===== config.mk =====
export PLATFORM = sky130hd
export DESIGN_NAME = shreg_sched
export DESIGN_NICKNAME = d
export VERILOG_FILES = /design/src/rtl/shreg_sched.sv
export SDC_FILE = /design/constraint.sdc
export NUM_CORES = 1
export LEC_CHECK = 0
export BUFFER_PORTS_ARGS = -buffer_cell sky130_fd_sc_hd__buf_2
export CAP_MARGIN = 40
export CELL_PAD_IN_SITES_DETAIL_PLACEMENT = 0
export CELL_PAD_IN_SITES_GLOBAL_PLACEMENT = 1
export CORE_UTILIZATION = 36
export DETAILED_ROUTE_END_ITERATION = 16
export GPL_TIMING_DRIVEN = 1
export PLACE_DENSITY_LB_ADDON = 0.1
export SYNTH_ARGS = -nofsm -noshare
export SYNTH_HDL_FRONTEND = slang
export SYNTH_SLANG_ARGS = --single-unit
export TNS_END_PERCENT = 30

===== constraint.sdc =====
create_clock -name clk -period 1.6 [get_ports clk]
set_input_delay 0 -clock clk [delete_from_list [all_inputs] [get_ports clk]]
set_output_delay 0 -clock clk [all_outputs]
set_load 0.02 [all_outputs]

===== src/rtl/shreg_sched.sv =====
// shreg_sched: arbitrates two requesters round-robin, serially loads the
// accepted word into an external shift register (MSB first), reads the
// register back and presents the read-back word with a mismatch flag.
module shreg_sched #(
   parameter int WIDTH = 4
) (
   input  logic             clk,
   input  logic             reset,
   input  logic             a_valid,
   input  logic [WIDTH-1:0] a_data,
   output logic             a_ready,
   input  logic             b_valid,
   input  logic [WIDTH-1:0] b_data,
   output logic             b_ready,
   output logic             sr_d,
   output logic             sr_en,
   output logic             sr_set,
   output logic             sr_reset,
   input  logic [WIDTH-1:0] sr_q,
   output logic             out_valid,
   output logic [WIDTH-1:0] out_data,
   output logic             out_src,
   output logic             out_err,
   input  logic             out_ready
);

   localparam int CW = (WIDTH > 1) ? $clog2(WIDTH) : 1;

   typedef enum logic [1:0] {IDLE, CLEAR, SHIFT, DONE} state_t;

   state_t           state, state_nxt;
   logic [CW-1:0]    cnt;
   logic [WIDTH-1:0] word_q;
   logic [WIDTH-1:0] data_q;
   logic             src_q;
   logic             err_q;
   logic             last_b;
   logic             first_q;
   logic             rst_q;
   logic             grant_a, grant_b;

   // Next-state decode, arbitration and register-drive outputs
   always_comb begin
      state_nxt = state;
      grant_a   = 1'b0;
      grant_b   = 1'b0;
      sr_en     = 1'b0;
      sr_d      = 1'b0;
      sr_reset  = rst_q;  // clear the attached register on the cycle after reset
      out_valid = 1'b0;
      case (state)
         IDLE: begin
            // no grants while the post-reset clear is still being driven
            if (!rst_q) begin
               if (a_valid && (!b_valid || last_b))
                  grant_a = 1'b1;
               else if (b_valid)
                  grant_b = 1'b1;
               if (grant_a || grant_b)
                  state_nxt = CLEAR;
            end
         end
         CLEAR: begin
            sr_reset  = 1'b1;
            state_nxt = SHIFT;
         end
         SHIFT: begin
            sr_en = 1'b1;
            sr_d  = word_q[cnt];
            if (cnt == '0)
               state_nxt = DONE;
         end
         DONE: begin
            out_valid = 1'b1;
            if (out_ready)
               state_nxt = IDLE;
         end
         default: state_nxt = IDLE;
      endcase
   end

   assign a_ready = grant_a;
   assign b_ready = grant_b;
   assign sr_set  = 1'b0;
   assign out_src = src_q;

   // The register only holds the full word once the last shift edge has
   // passed, so the first DONE cycle shows sr_q directly; later cycles show
   // the copy captured at the end of that first cycle.
   assign out_data = first_q ? sr_q : data_q;
   assign out_err  = first_q ? (sr_q != word_q) : err_q;

   // State, bit counter, word buffer, grant history and result capture
   always_ff @(posedge clk) begin
      if (reset) begin
         state   <= IDLE;
         cnt     <= '0;
         word_q  <= '0;
         data_q  <= '0;
         src_q   <= 1'b0;
         err_q   <= 1'b0;
         last_b  <= 1'b1;
         first_q <= 1'b0;
         rst_q   <= 1'b1;
      end else begin
         state   <= state_nxt;
         rst_q   <= 1'b0;
         first_q <= (state == SHIFT) && (cnt == '0);
         if (grant_a) begin
            word_q <= a_data;
            src_q  <= 1'b0;
            last_b <= 1'b0;
         end else if (grant_b) begin
            word_q <= b_data;
            src_q  <= 1'b1;
            last_b <= 1'b1;
         end
         if (state == CLEAR)
            cnt <= CW'(WIDTH - 1);
         else if ((state == SHIFT) && (cnt != '0))
            cnt <= cnt - 1'b1;
         if (first_q) begin
            data_q <= sr_q;
            err_q  <= (sr_q != word_q);
         end
      end
   end

endmodule


* Word-level counts from Yosys, hierarchy flattened
Index checks and enable logic that the tools add are counted.
** Operators by class
- Reduce and logical (&&, ||, !) cells :: 13
- $add $sub $neg :: 1
- Equality and inequality tests :: 8
- Multiplexer cells :: 31
- $lt $le $gt $ge :: 1
** Operator list (number)
- 1-bit two-way mux :: 20
- 2-bit two-way mux :: 6
- 4-bit two-way mux :: 3
- 2-bit inequality test (second input constant) :: 4
- 2-bit case mux with 4 select lines :: 1
- 2-bit nonzero test :: 3
- 2-bit equality test (second input constant) :: 2
- 2-bit logical NOT :: 2
- 4-bit inequality test :: 1
- 4-bit AND reduction :: 1
- 1-bit logical AND :: 3
- 2-bit by 3-bit < comparator with 1-bit output (second input constant) :: 1
- 1-bit binary-select mux with 2-bit select :: 1
- 2-bit by 1-bit equality test with 1-bit output (second input constant) :: 1
- 1-bit logical OR :: 2
- 2-bit OR reduction :: 1
- 2-bit by 1-bit subtractor with 2-bit output (second input constant) :: 1
- 1-bit logical NOT :: 1
** Storage, ports and cells
- Register bits :: 17
- Input port bits :: 17
- Output and inout port bits :: 13
- Logic and storage cells :: 63

* Longest topological paths before layout
- Depth in word-level cells :: 10
- Depth in mapped cells :: 6
- Gate-level depth less buffers :: 5

* Worst setup path after synthesis
No wires, ideal clock.
- Path kind :: flip-flop to flip-flop
- Start point :: register state[0]
- End point :: register cnt[1]
- Data arrival time :: 1.372 ns
- Required time :: 1.530 ns
- Stages on the path, launching flop included :: 6
- Path buffers :: 0
- Slack :: 0.158 ns
- Library setup time :: 0.070 ns
- Period minus slack after synthesis :: 1.442 ns
- Cells stage by stage :: dfxtp_1 inv_1 ha_1 and2b_1 mux2_1 a21oi_1
** Between the ends
- Word-level cells in the longest chain between the ends :: 3
- Elaborated cells on any way between the ends :: 5
- Classes of those cells :: 2 x eq/ne; 1 x mux; 2 x reduce/logical
** RTL lines
- start: declaration :: line 31 : state_t state, state_nxt;
- start signal: assignment :: line 106 : state <= state_nxt;
- 2-bit equality test :: line 120 : else if ((state == SHIFT) && (cnt != '0))
- 1-bit logical AND :: line 120
- 2-bit nonzero test (no line)
- end signal: assignment :: line 119 : cnt <= CW'(WIDTH - 1);
- end signal: assignment :: line 121 : cnt <= cnt - 1'b1;
- end: declaration :: line 32 : logic [CW-1:0] cnt;
Several ways; a longest one is shown, not always the timed one.
A chain may end at the register's enable or synchronous reset.

* Worst setup path after layout
- Start point :: register cnt[0]
- End point :: output port sr_d
** Between the ends
- Word-level cells in the longest chain between the ends :: 3
** RTL lines
- 1-bit binary-select mux with 2-bit select :: line 69 : sr_d = word_q[cnt];
- 1-bit two-way mux (not written as such) :: line 69
- 1-bit two-way mux :: line 51 : case (state)
- end: declaration :: line 15 : output logic sr_d,
Every way passes these cells. The select of a mux whose other input is x is not followed.

==> results.yml <==
power_and_ir_drop:
  finalPower_mw: 1.67
  peakVddDrop_v: 0.000680
  powerDensity_nw_per_um2: 1410
  p_leak_nw: 0.547
detailed_routing:
  num_vias: 802
  via_per_inst: 4.95
  drt_pass1_iterations: 4
  ant_nets: 0
  totalWireLength_um: 1940
  drtIter0Drc: 9
  drcViolationCount: 0
  wl_per_cell_um: 12.0
placed_design:
  io_buffers: 28
  gp_congestion: 0.720
  dp_hpwl_um: 1410
clocking:
  htreeDepth: 1
  cts.clk_slew.worst_paths_ns: 0.10
  cts_tree: "yes"
  clock_sinks: 17
  insertion_delay_ns: 0.29
  ctsLongestPathBuffers: 2
  cts_buffers: 3
  cts_root_buf: "clkbuf_4"
finish:
  mostFrequentLayoutCells: "buf_2, dfxtp_1, a21oi_1, inv_1"
  drive_gt1_share_pct: 34.8
  area_delta_synth_final_pct: 25.1
  fill_cells: 253
  layout.nets: 155
  final_common_cell: "buf_2"
  diodes: 0
timing:
  rsz0062_at_grt: "no"
  fin_skew_ns: 0.00256
  fmax_ghz: 0.669
  layout_min_cycle_time_ns: 1.49
  fin_tns_setup_ns: 0
  min_period_over_period_pct: 93.4
  setup_viol: 0
  finalHoldViolations: 0
  slew_violations: 0
critical_path:
  cpMaxStageDelayCell: "mux4_2"
  cp.required_ns: 1.60
  r2r_start: "cnt[0]"
  critical_path.cell_chain: "mux4_2 -> and2_1 -> buf_2"
  crit_path_end_kind: "primary output"
  cp-startpoint: "cnt[0]"
  start_kind: "register"
  path_max_fanout: 3
  slowest_delay_ns: 0.50
  arrival_ns: 1.49
  crit_type: "reg -> out"
global_route:
  grt_overflow: 0
  grt_usage_pct: 15.0
  grt_pass1_wl_um: 3100
  grt_max_degree: 19
  grt_pass1_vias: 725
  antenna_found_initial: 0
logic_synthesis:
  yosysSeqAreaShare_pct: 35.9
  synth_nets: 121
  synth_area_leaders: "dfxtp_1, ha_1, mux2_1"
  syn_area_um2: 947
  synth_edf_count: 0
  avgSynthCellArea_um2: 9.57
  yosys.area.top_type: "dfxtp_1"
  synth_top_cell_area_share_pct: 35.9
  async_flop_share_pct: 0
  ys_ff_latch: 17
  ys_warn_count: 0
  synth_cells: 99
  ys.flop_type: "dfxtp_1"
  synth_cell_types: 35
worst_hold_path:
  hp-class: "in -> reg"
  hold_path_startpoint: "b_data[2]"
flow_run:
  maxCapViolations: 0
run_status:
  outcome: "completed"
floorplanning:
  die_area_um2: 2840
  rows: 18
  die_x_um: 53.3
  die_h_um: 53.3
  start_util_pct: 38.2
  design.core.area_um2: 2480
  boundaryPins: 30
==> cells in the mapped netlist (all sizes together) (2+ instances only) <==
library cell / count
or2: 2
inv: 7
nand2b: 4
nor2: 3
and2b: 3
buf: 4
nand4: 4
mux2: 5
dfxtp: 17
ha: 5
xor2: 4
nand2: 2
and3: 2
nor2b: 4
a311oi: 4
o21ai: 4
and2: 2
o21bai: 2
a21oi: 11
==> routing by layer <==
| layer | track usage [%] | share of wire [%] |
|---|---|---|
| met3 | 2.87 | 4.3 |
| met5 | 0 | 0 |
| met2 | 26.0 | 46 |
| met1 | 18.2 | 48 |
| met4 | 5.26 | 0.88 |
==> cells by family (layout without fill, tap and decap cells) <==
group / Yosys count / after routing / synth area share, %
and+or+nand+nor: 28 / 28 / 18.8
AOI/OAI and AO/OA: 24 / 24 / 16.4
DFF: 17 / 17 / 35.9
buffers and inverters: 12 / 45 / 7.93
muxes: 7 / 7 / 9.38
adders and majority gates: 5 / 5 / 6.61
xor gates and xnor gates: 5 / 5 / 4.62
other: 1 / 1 / 0.396
==> worst paths after layout <==
path          endpoint  slack (ns)  cells after the start
max               sr_d        0.11                      3
min          word_q[2]       0.003                      3
max reg2reg     cnt[1]        0.14                      5
min reg2reg   state[1]        0.50                      2
==> stage by stage <==
stage	util [%]	instance area [µm²]	hold WS, ns	std cells	worst slack [ns]
floorplan	-	947	0.0277	99	0.158
global placement	43.4	1080	0.295	152	0.186
detailed placement	43.4	1080	0.298	152	0.139
CTS	46.7	1160	0.00128	161	0.0123
global route	47.8	1180	0.00195	162	0.0130
finish	47.8	1180	0.00302	162	0.106
==> power by group <==
part	internal (mW)	switching [mW]
sequential	0.535	0.0947
clock	0.0928	0.136
combinational	0.400	0.410
total	1.03	0.641
==> timing repair <==
action	CTS	global route
hold endpoints to repair	3	0
resized for setup	2	2
setup endpoints to repair	1	3
setup buffers	0	1
hold buffers	5	0
==> registers in the layout, indices dropped and copies added, names as in the netlist, 2 cells and up <==
register,flops
cnt,2
data_q,4
state,2
word_q,4
==> cell type report <==
type | instances | area [µm²] | share of cell area, %
Clock buffer | 3 | 22.5 | 1.90
Tap cell | 30 | 37.5 | 3.17
Clock inverter | 1 | 5.00 | 0.422
Multi-Input combinational cell | 70 | 541 | 45.6
Sequential cell | 17 | 343 | 28.9
Timing Repair Buffer | 34 | 210 | 17.7
Inverter | 7 | 26.3 | 2.22
==> critical path: cells and delay by family, from the launching register on <==
family | cells | cell delay, ns
flip-flops | 1 | 0.40
multiplexers | 1 | 0.50
AND/OR/NAND/NOR | 1 | 0.16
buffers and inverters | 1 | 0.15
Power figures use the tool's default switching activity.
